==> src/rtl/sha256_pkg.sv <==
// Shared types, sizes and small-sigma functions for the SHA-256 message schedule.
package sha256_pkg;

  typedef logic [31:0] word_t;

  localparam int BLK_WORDS   = 16;
  localparam int SCHED_WORDS = 64;
  localparam int IDX_W       = 6;

  typedef enum logic {
    LOAD   = 1'b0,
    EXPAND = 1'b1
  } sched_state_t;

  // sigma0(x) = ROTR7 ^ ROTR18 ^ SHR3
  function automatic word_t ssig0(input word_t x);
    return {x[6:0], x[31:7]} ^ {x[17:0], x[31:18]} ^ {3'b000, x[31:3]};
  endfunction

  // sigma1(x) = ROTR17 ^ ROTR19 ^ SHR10
  function automatic word_t ssig1(input word_t x);
    return {x[16:0], x[31:17]} ^ {x[18:0], x[31:19]} ^ {10'b0, x[31:10]};
  endfunction

endpackage

==> src/rtl/sha256_msg_window.sv <==
// 16-word sliding window of the most recent schedule words; entry 15 is newest, 0 is oldest.
module sha256_msg_window
  import sha256_pkg::*;
(
  input  logic  clk,
  input  logic  shift_en,
  input  word_t shift_in,
  output word_t win0,
  output word_t win1,
  output word_t win9,
  output word_t win14
);

  word_t win_q [BLK_WORDS];

  // Contents are don't-care after reset, so the window carries no reset.
  always_ff @(posedge clk) begin
    if (shift_en) begin
      for (int i = 0; i < BLK_WORDS - 1; i++) begin
        win_q[i] <= win_q[i+1];
      end
      win_q[BLK_WORDS-1] <= shift_in;
    end
  end

  assign win0  = win_q[0];
  assign win1  = win_q[1];
  assign win9  = win_q[9];
  assign win14 = win_q[14];

endmodule

==> src/rtl/sha256_msg_sched.sv <==
// SHA-256 message-schedule sequencer: takes W0..W15 serially, expands and streams W0..W63.
module sha256_msg_sched
  import sha256_pkg::*;
(
  input  logic         clk,
  input  logic         rst,
  input  logic         in_valid,
  output logic         in_ready,
  input  logic [31:0]  in_word,
  output logic         out_valid,
  input  logic         out_ready,
  output logic [31:0]  out_word,
  output logic [5:0]   out_idx,
  output logic         out_last,
  output logic         busy,
  output sched_state_t state_dbg
);

  // Handshakes: a word moves on a rising edge where valid & ready are both high.
  // valid never waits on ready; out_word/out_idx/out_last hold while out_valid & !out_ready.

  localparam logic [IDX_W-1:0] LAST_BLK   = IDX_W'(BLK_WORDS - 1);
  localparam logic [IDX_W-1:0] LAST_SCHED = IDX_W'(SCHED_WORDS - 1);

  sched_state_t     state_q, state_d;
  logic [IDX_W-1:0] t_q, t_d;
  logic             out_valid_q, out_last_q, busy_q;
  word_t            out_word_q;
  logic [IDX_W-1:0] out_idx_q;

  logic  out_free;
  logic  load_out;
  word_t load_data;
  word_t w_new;
  word_t win0, win1, win9, win14;

  sha256_msg_window u_window (
    .clk      (clk),
    .shift_en (load_out),
    .shift_in (load_data),
    .win0     (win0),
    .win1     (win1),
    .win9     (win9),
    .win14    (win14)
  );

  assign w_new = ssig1(win14) + win9 + ssig0(win1) + win0;

  // State register
  always_ff @(posedge clk) begin
    if (rst) state_q <= LOAD;
    else     state_q <= state_d;
  end

  // Next state
  always_comb begin
    state_d = state_q;
    case (state_q)
      LOAD:    if (load_out && t_q == LAST_BLK)   state_d = EXPAND;
      EXPAND:  if (load_out && t_q == LAST_SCHED) state_d = LOAD;
      default: state_d = LOAD;
    endcase
  end

  // FSM outputs: a word enters the output register either from the input or from the expander
  always_comb begin
    out_free  = !out_valid_q || out_ready;
    in_ready  = 1'b0;
    load_out  = 1'b0;
    load_data = w_new;
    case (state_q)
      LOAD: begin
        in_ready  = out_free && !rst;
        load_out  = in_valid && out_free && !rst;
        load_data = in_word;
      end
      EXPAND: begin
        load_out = out_free;
      end
      default: ;
    endcase
  end

  assign t_d = load_out ? t_q + 1'b1 : t_q;

  always_ff @(posedge clk) begin
    if (rst) begin
      t_q         <= '0;
      out_valid_q <= 1'b0;
      out_word_q  <= '0;
      out_idx_q   <= '0;
      out_last_q  <= 1'b0;
      busy_q      <= 1'b0;
    end else begin
      t_q    <= t_d;
      busy_q <= (state_d != LOAD) || (t_d != '0);
      if (load_out) begin
        out_valid_q <= 1'b1;
        out_word_q  <= load_data;
        out_idx_q   <= t_q;
        out_last_q  <= (t_q == LAST_SCHED);
      end else if (out_ready) begin
        out_valid_q <= 1'b0;
        out_last_q  <= 1'b0;
      end
    end
  end

  assign out_valid = out_valid_q;
  assign out_word  = out_word_q;
  assign out_idx   = out_idx_q;
  assign out_last  = out_last_q;
  assign busy      = busy_q;
  assign state_dbg = state_q;

endmodule

==> config.mk <==
export PLATFORM = sky130hd
export DESIGN_NAME = sha256_msg_sched
export DESIGN_NICKNAME = d
export VERILOG_FILES = /design/src/rtl/sha256_pkg.sv /design/src/rtl/sha256_msg_window.sv /design/src/rtl/sha256_msg_sched.sv
export SDC_FILE = /design/constraint.sdc
export NUM_CORES = 1
export LEC_CHECK = 0
export BUFFER_PORTS_ARGS = -buffer_cell sky130_fd_sc_hd__buf_2
export CAP_MARGIN = 20
export CORE_AREA = 2 2 203 205
export CTS_CLUSTER_DIAMETER = 120
export DETAILED_ROUTE_END_ITERATION = 16
export DIE_AREA = 0 0 205 207
export GPL_TIMING_DRIVEN = 0
export PLACE_DENSITY = 0.74
export SLEW_MARGIN = 20
export SYNTH_ARGS = -nofsm -noshare
export SYNTH_HDL_FRONTEND = slang
export SYNTH_SLANG_ARGS = --single-unit
==> constraint.sdc <==
create_clock -name clk -period 19.2 [get_ports clk]
set_clock_uncertainty 0.05 [all_clocks]
set_input_delay 2.88 -clock clk [delete_from_list [all_inputs] [get_ports clk]]
set_output_delay 2.88 -clock clk [all_outputs]
set_load 0.1 [all_outputs]
==> results.py, run 1 <==
metrics = {
    "sta": {
        "finalCritPeriodShare_pct": 35.8,
        "fin_crit_ps": 6880,
        "worst_pin_slew_ps": 881,
        "timing.final.ws_setup_ps": 12320,
        "maxSlewViolCount": 0,
        "fmax_mhz": 145,
        "whs_ps": 364,
        "rsz0062_at_grt": "no",
        "finalHoldViolCount": 0,
        "slew_headroom_pct": 41.2,
        "setup_violations": 0,
    },
    "floorplanning": {
        "io_pins": 79,
        "die_area_sq_mm": 0.0424,
        "core_sq_mm": 0.0404,
        "die-height_um": 207,
        "initial_utilization_pct": 54.4,
        "num_rows": 74,
        "die_width_um": 205,
    },
    "global_routing": {
        "grt_use_met3_pct": 5.29,
        "antenna_found_initial": 2,
        "grt_util_met1_pct": 30.7,
        "grt_pass1_wl_mm": 65.7,
        "grt.busiest_layer": "met2",
        "grt_max_degree": 39,
        "overflow": 0,
        "first_global_vias": 11000,
        "grtUsageTotal_pct": 21.2,
        "grt_use_met2_pct": 31.4,
    },
    "routing": {
        "drt_first_iter_violations": 848,
        "vias": 11000,
        "viasPerCell": 5.32,
        "route.detailed.drc": 0,
        "ant_nets": 0,
        "drt_first_pass_iters": 5,
        "routedWlPerCell_um": 21.0,
        "wl_mm": 43.5,
    },
    "synth": {
        "synth-seq-cells": 560,
        "synth_edf_count": 512,
        "avgSynthCellArea_sq_um": 16.4,
        "synth_seq_area_share_pct": 74.4,
        "ys.flop_type": "edfxtp_1",
        "syn_inst": 1338,
        "netlist_area_sq_mm": 0.0220,
        "syn-num-nets": 1468,
        "yosysUniqueCellTypes": 60,
        "async_flop_share_pct": 0,
        "ys_warn_count": 0,
    },
    "power_and_ir_drop": {
        "leakage_nw": 9.23,
        "finalPower_mw": 4.09,
        "powerDensity_mw_per_mm2": 163,
        "ir_worst_vdd_mv": 0.148,
    },
    "layout": {
        "layout_common_cells": "edfxtp_1, inv_1, xnor2_1",
        "fillers": 2934,
        "final_common_cell": "edfxtp_1",
        "drive_gt1_share_pct": 13.0,
        "final_nets": 1619,
        "stdcell_area_sq_mm": 0.0251,
        "area_growth_pct": 14.4,
    },
    "placement": {
        "port_buffers": 78,
        "place_area_sq_mm": 0.0234,
        "dp_hpwl_mm": 31.4,
        "pre_cts_slack_ps": 12340,
        "place_congestion": 0.977,
    },
    "worst_setup_path": {
        "rr_worst_depth": 16,
        "r2r_slack_ps": 13990,
        "critical-path-slowest-cell": "buf_2",
        "criticalPathCategory": "in -> out",
        "worstPathMaxFanout": 10,
        "worst_path_most_repeated_cell": "buf_2",
        "cpPeakStageDelay_ps": 450,
        "critical-path-top-delay-family": "buffers and inverters",
        "crit_path_end_kind": "output port",
        "crit_arrival_ps": 3950,
        "path_cells": "buf_2 > clkbuf_1 > nor3_1 > buf_2",
        "r2r-end": "out_word[28]",
        "required_ps": 16270,
        "critPathLaunchType": "primary input",
        "worst-path-buf-inv": 3,
        "rr_startpoint": "u_window.win_q[1][20]",
    },
    "min_path": {
        "hold_class": "reg -> reg",
        "min_path_cells": 0,
        "holdCritStartpoint": "u_window.win_q[15][27]",
        "whs_endpoint": "u_window.win_q[14][27]",
    },
    "clock_tree": {
        "cts-htree-levels": 2,
        "holdBufCountCts": 0,
        "clkLatencyLatePin_ps": 600,
        "cts_root_buf": "clkbuf_16",
        "cts_tree": "yes",
        "numCtsBuffers": 54,
        "clk_pin_slew_ps": 70,
        "post_cts_resized": 0,
        "clock-sinks": 560,
        "clock_path_buffers": 3,
        "post_cts_buffers": 0,
    },
    "job": {
        "cap_violations": 0,
    },
    "status": {
        "run_status": "completed",
    },
}
==> final cells by class <==
| cell class | instances | area [sq um] | area share [%] |
|---|---|---|---|
| antenna | 1 | 2.50 | 0.00996 |
| buffer | 25 | 95.1 | 0.379 |
| clock buffer | 70 | 1460 | 5.82 |
| clock inverter | 30 | 288 | 1.15 |
| inverter | 150 | 563 | 2.24 |
| multi-input combinational | 603 | 4960 | 19.8 |
| sequential | 560 | 16300 | 65.0 |
| tap | 532 | 666 | 2.65 |
| timing repair buffer | 95 | 746 | 2.97 |
==> worst max path at each step <==
stage | slack, ps | start | to | cells after the start
after floorplan | 10 | rst | out_word[25] | 8
after global routing | 12280 | rst | in_ready | 4
after detailed placement | 12340 | rst | in_ready | 4
after global placement | -5340 | rst | out_word[23] | 10
after CTS | 12320 | rst | in_ready | 4
final | 12320 | rst | in_ready | 4
==> flip-flops by register name, summed over array words and instances (netlist names) <==
register        count
busy                1
out_idx             6
out_last            1
out_valid           1
out_word           32
state_dbg           1
t_q                 6
u_window.win_q    512
==> power breakdown <==
group	internal, mW	switching (mW)	leakage [nW]
clock	0.605	0.431	0.851
combinational	0.538	0.956	3.14
sequential	1.49	0.0700	5.24
==> per-stage QoR <==
stage | utilization (%) | instances | TNS, ps
finish | 62.2 | 2066 | 0
global route | 62.2 | 2065 | 0
CTS | 62.2 | 2065 | 0
detailed placement | 57.9 | 1965 | 0
global placement | 57.0 | 1948 | -2510540
floorplan | - | 1338 | 0
==> worst reg2reg max path, stage by stage, from the launching register on <==
cell	delay, ps
edfxtp_1	550
xnor2_1	210
xnor2_1	510
fa_1	540
inv_1	110
fa_1	490
inv_1	90
ha_1	240
a211oi_1	630
o21ai_1	230
and2_1	230
or2_1	250
a31oi_1	190
a311o_1	240
xnor2_1	160
nand2_1	120
a311oi_1	290
==> Yosys cell counts, types with 18 or more instances <==
| master | instances | area, sq um |
|---|---|---|
| inv_1 | 149 | 559 |
| nand2_1 | 91 | 342 |
| xor2_1 | 20 | 175 |
| nor2_1 | 49 | 184 |
| a21oi_1 | 60 | 300 |
| dfxtp_1 | 48 | 961 |
| edfxtp_1 | 512 | 15400 |
| clkbuf_1 | 22 | 82.6 |
| fa_1 | 62 | 1240 |
| nor3_1 | 18 | 90.1 |
| xnor2_1 | 129 | 1130 |
| ha_1 | 32 | 400 |
==> metal layers <==
metal,wire [um],vias up
li1,-,5033
met1,19100,5458
met2,19500,404
met3,3230,90
met4,1650,2
met5,12,-
==> logic make-up (layout without fill, tap and decap cells) <==
kind of cell / count (synthesis) / after routing / synth area share [%]
and+or+nand+nor: 201 / 201 / 4.14
xor gates and xnor gates: 149 / 149 / 5.94
DFF: 560 / 560 / 74.4
AOI/OAI and AO/OA: 141 / 141 / 4.11
other: 0 / 1 / 0
adders and majority gates: 94 / 94 / 7.48
muxes: 18 / 18 / 0.929
buffers and inverters: 175 / 370 / 2.99
Note: power is estimated with default switching activity, not from simulation.
==> run 2, diff against run 1 <==
- CORE_AREA: 2 2 203 205 -> 2 2 195 197
- DIE_AREA: 0 0 205 207 -> 0 0 197 199
- PLACE_DENSITY: 0.74 -> 0.77
- clock period: 19.2 -> 6.9 ns (I/O delays scaled with it)
==> run 2 against run 1 <==
- register-to-register slack got worse by 12000 ps
- highest routed layer is now met4
- combinational power rose to 2.7 times the previous value
- routed wire length fell by 1.2%
- sequential power rose to 2.8 times the previous value
- sequential cell count did not move
- final cell count fell by 3.5%
- critical path type is now reg -> reg
- non-clock buffer count fell by 12
- total power rose to 2.8 times the previous value
==> results.py, run 2 (synthesized netlist as in run 1, its figures left out) <==
metrics = {
    "status": {
        "run_status": "completed",
    },
    "routing": {
        "route.detailed.drc": 0,
        "wl_mm": 43.0,
        "drt_first_iter_violations": 1005,
        "drt_first_pass_iters": 6,
        "viasPerCell": 5.42,
        "ant_nets": 0,
        "vias": 10800,
        "routedWlPerCell_um": 21.6,
    },
    "clock_tree": {
        "holdBufCountCts": 0,
        "cts_tree": "yes",
        "cts-htree-levels": 2,
        "clkLatencyLatePin_ps": 590,
        "cts_root_buf": "clkbuf_16",
        "clock-sinks": 560,
        "clk_pin_slew_ps": 60,
        "numCtsBuffers": 52,
        "post_cts_buffers": 0,
        "post_cts_resized": 0,
        "clock_path_buffers": 3,
    },
    "global_routing": {
        "grt_pass1_wl_mm": 63.8,
        "overflow": 0,
        "grtUsageTotal_pct": 22.7,
        "first_global_vias": 10600,
        "antenna_found_initial": 1,
        "grt_max_degree": 111,
    },
    "sta": {
        "rsz0062_at_grt": "no",
        "finalCritPeriodShare_pct": 74.6,
        "maxSlewViolCount": 0,
        "timing.final.ws_setup_ps": 1750,
        "setup_violations": 0,
        "slew_headroom_pct": 40.7,
        "tns_ps": 0,
        "fin_crit_ps": 5150,
        "fmax_mhz": 194,
        "finalHoldViolCount": 0,
        "worst_pin_slew_ps": 890,
        "whs_ps": 364,
    },
    "placement": {
        "port_buffers": 78,
        "dp_hpwl_mm": 30.4,
        "pre_cts_slack_ps": 1800,
        "place_area_sq_mm": 0.0231,
        "place_congestion": 0.946,
        "place_inst": 1895,
    },
    "layout": {
        "final_nets": 1605,
        "stdcell_count": 1993,
        "fin_util_pct": 66.8,
        "drive_gt1_share_pct": 12.4,
        "largest-register": "u_window.win_q",
        "layout_common_cells": "edfxtp_1, inv_1, xnor2_1",
        "final_common_cell": "edfxtp_1",
        "stdcell_area_sq_mm": 0.0248,
        "largest_reg_flops": 512,
        "area_growth_pct": 12.9,
    },
    "power_and_ir_drop": {
        "finalPower_mw": 11.3,
        "leakage_nw": 9.10,
        "ir_worst_vdd_mv": 0.278,
        "powerDensity_mw_per_mm2": 454,
    },
    "floorplanning": {
        "io_pins": 79,
        "initial_utilization_pct": 59.1,
        "num_rows": 71,
        "core_sq_mm": 0.0371,
        "die_width_um": 197,
        "die_area_sq_mm": 0.0392,
        "die-height_um": 199,
    },
    "worst_setup_path": {
        "critPathLaunchType": "register",
        "crit_arrival_ps": 5580,
        "required_ps": 7330,
        "crit_path_end_kind": "register",
        "criticalPathCategory": "reg -> reg",
        "worstPathMaxFanout": 4,
    },
    "job": {
        "cap_violations": 0,
    },
    "min_path": {
        "hold_class": "reg -> reg",
    },
}
## run 2: cell type report
type | instances | area (sq um)
Clock inverter | 36 | 345
Clock buffer | 61 | 1360
Sequential cell | 560 | 16300
Fill cell | 2523 | 12300
Buffer | 25 | 105
Tap cell | 474 | 593
Antenna cell | 1 | 2.50
Multi-Input combinational cell | 603 | 4960
Timing Repair Buffer | 83 | 528
Inverter | 150 | 563
## run 2: final timing paths
| check | end | startpoint | slack (ps) | depth (start not counted) |
|---|---|---|---|---|
| setup reg to reg | out_word[29] | u_window.win_q[14][18] | 1750 | 18 |
| setup / recovery | out_word[29] | u_window.win_q[14][18] | 1750 | 18 |
| hold reg to reg | u_window.win_q[5][1] | u_window.win_q[6][1] | 360 | 0 |
| hold / removal | u_window.win_q[5][1] | u_window.win_q[6][1] | 360 | 0 |
## run 2: report_power, final
group          switching [mW]  internal [mW]  total, mW
Combinational            2.61           1.48       4.09
Sequential              0.196           4.16       4.35
Clock                    1.19           1.63       2.82
Total                    4.00           7.27       11.3
## run 2: metal layers
metal | GRT usage, % | wire (um) | vias up
met3 | 5.17 | 3510 | 90
met5 | 0 | 0 | -
li1 | - | - | 5027
met4 | 9.69 | 1650 | 0
met2 | 34.7 | 19400 | 428
met1 | 32.0 | 18400 | 5261
## run 2: worst max-delay path, stage by stage (launching register included)
cell,delay (ps)
edfxtp_1,620
xnor2_1,230
xnor2_1,350
fa_1,530
inv_1,120
fa_1,430
inv_1,80
ha_1,180
inv_1,70
fa_1,450
nor2b_4,180
o31a_1,230
o21ai_2,120
o31ai_2,320
a211o_1,290
a31oi_4,120
xnor2_1,250
nand2_1,120
a311oi_1,280
==> run 3, diff against run 2 <==
- clock period: 6.9 -> 5.33 ns (I/O delays scaled with it)
==> run 3 against run 2 <==
- total power increased by 32%
- first-iteration DRC count up 4.7%
- final cell count unchanged
==> results.py, run 3 (synthesized netlist as in run 1, its figures left out) <==
metrics = {
    "routing": {
        "drt_first_iter_violations": 1052,
        "ant_nets": 0,
        "routedWlPerCell_um": 22.0,
        "wl_mm": 43.8,
        "viasPerCell": 5.56,
        "drt_first_pass_iters": 5,
        "vias": 11100,
        "route.detailed.drc": 0,
    },
    "floorplanning": {
        "num_rows": 71,
        "die-height_um": 199,
        "core_sq_mm": 0.0371,
        "initial_utilization_pct": 59.1,
        "io_pins": 79,
        "die_width_um": 197,
        "die_area_sq_mm": 0.0392,
    },
    "global_routing": {
        "first_global_vias": 10900,
        "overflow": 0,
        "grt_max_degree": 115,
        "grtUsageTotal_pct": 23.2,
        "grt_pass1_wl_mm": 65.9,
        "antenna_found_initial": 0,
    },
    "clock_tree": {
        "clkLatencyLatePin_ps": 590,
        "cts-htree-levels": 2,
        "cts_root_buf": "clkbuf_16",
        "post_cts_buffers": 0,
        "clk_pin_slew_ps": 60,
        "holdBufCountCts": 0,
        "clock_path_buffers": 3,
        "numCtsBuffers": 53,
        "post_cts_resized": 0,
        "cts_tree": "yes",
        "clock-sinks": 560,
    },
    "power_and_ir_drop": {
        "powerDensity_mw_per_mm2": 597,
        "leakage_nw": 9.15,
        "finalPower_mw": 14.8,
        "ir_worst_vdd_mv": 0.425,
    },
    "placement": {
        "place_area_sq_mm": 0.0231,
        "pre_cts_slack_ps": 331,
        "dp_hpwl_mm": 30.4,
        "place_inst": 1895,
        "place_congestion": 0.965,
        "port_buffers": 78,
    },
    "sta": {
        "rsz0062_at_grt": "no",
        "tns_ps": 0,
        "worst_pin_slew_ps": 887,
        "slew_headroom_pct": 40.9,
        "finalHoldViolCount": 0,
        "setup_violations": 0,
        "whs_ps": 356,
        "timing.final.ws_setup_ps": 226,
        "fmax_mhz": 196,
        "finalCritPeriodShare_pct": 95.8,
        "maxSlewViolCount": 0,
        "fin_crit_ps": 5100,
    },
    "worst_setup_path": {
        "required_ps": 5760,
        "critical-path-slowest-cell": "a211oi_1",
        "path_cells": "xnor2_1 > xnor2_1 > fa_1 > inv_1 > fa_1 > inv_1 > ha_1 > a211oi_1 > o21ai_1 > and2_1 > or2_1 > a31oi_1 > a311o_1 > xnor2_1 > nand2_1 > a311oi_1",
        "cpPeakStageDelay_ps": 580,
        "criticalPathCategory": "reg -> reg",
        "critPathLaunchType": "register",
        "worst_path_most_repeated_cell": "xnor2_1",
        "crit_arrival_ps": 5540,
        "worstPathMaxFanout": 4,
        "rr_worst_depth": 16,
        "crit_path_end_kind": "register",
        "r2r_slack_ps": 230,
    },
    "min_path": {
        "hold_class": "reg -> reg",
        "min_path_cells": 0,
    },
    "layout": {
        "layout_common_cells": "edfxtp_1, inv_1, xnor2_1",
        "final_nets": 1606,
        "fillers": 2435,
        "final_common_cell": "edfxtp_1",
        "stdcell_count": 1993,
        "largest_reg_flops": 512,
        "largest-register": "u_window.win_q",
        "stdcell_area_sq_mm": 0.0249,
        "num_antenna_cells": 0,
        "fin_util_pct": 66.9,
        "drive_gt1_share_pct": 12.6,
        "area_growth_pct": 13.2,
        "multiInputGateArea_sq_mm": 0.00497,
        "seqCellArea_sq_mm": 0.0163,
    },
    "job": {
        "cap_violations": 0,
    },
    "status": {
        "run_status": "completed",
    },
}
[run 3: cell count changes in the layout (fill, tap and decap cells not counted)]
cell,previous run,this run
clkinvlp_4,5,3
bufinv_16,6,7
clkbuf_16,53,55
clkinvlp_2,0,1
clkinv_2,7,9
diode_2,1,0
clkbuf_1,30,28
clkinv_4,3,2
xnor2_1,129,128
xnor2_2,0,1
[run 3: power breakdown]
part | total [mW] | switching [mW] | internal [mW]
clock network | 3.77 | 1.55 | 2.22
registers | 5.63 | 0.254 | 5.38
logic | 5.43 | 3.51 | 1.92
[run 3: layout make-up]
class                           instances  area share, %
Buffer                                 25          0.423
Clock buffer                           61           5.63
Clock inverter                         37           1.47
Inverter                              150           2.26
Multi-Input combinational cell        603           20.0
Sequential cell                       560           65.7
Tap cell                              474           2.39
Timing Repair Buffer                   83           2.12
[run 3: critical path: cells and delay by family (launching register included)]
family,cells,cell delay (ps)
flops,1,540
compound gates,5,1610
buf+inv,2,180
fa+ha+maj,3,1240
xor+xnor,3,810
simple gates,3,580
[run 3: final timing paths]
| path | start | to |
|---|---|---|
| worst max register to register | u_window.win_q[1][20] | out_word[28] |
| worst min-delay path | u_window.win_q[8][9] | u_window.win_q[7][9] |
| worst min register to register | u_window.win_q[8][9] | u_window.win_q[7][9] |
| worst max-delay path | u_window.win_q[1][20] | out_word[28] |
[run 3: layer usage]
layer	global-route usage, %	routed length, um	vias up
li1	-	-	5008
met1	33.6	18900	5517
met2	36.3	20300	477
met3	4.07	3300	81
met4	8.08	1250	0
met5	0	0	-
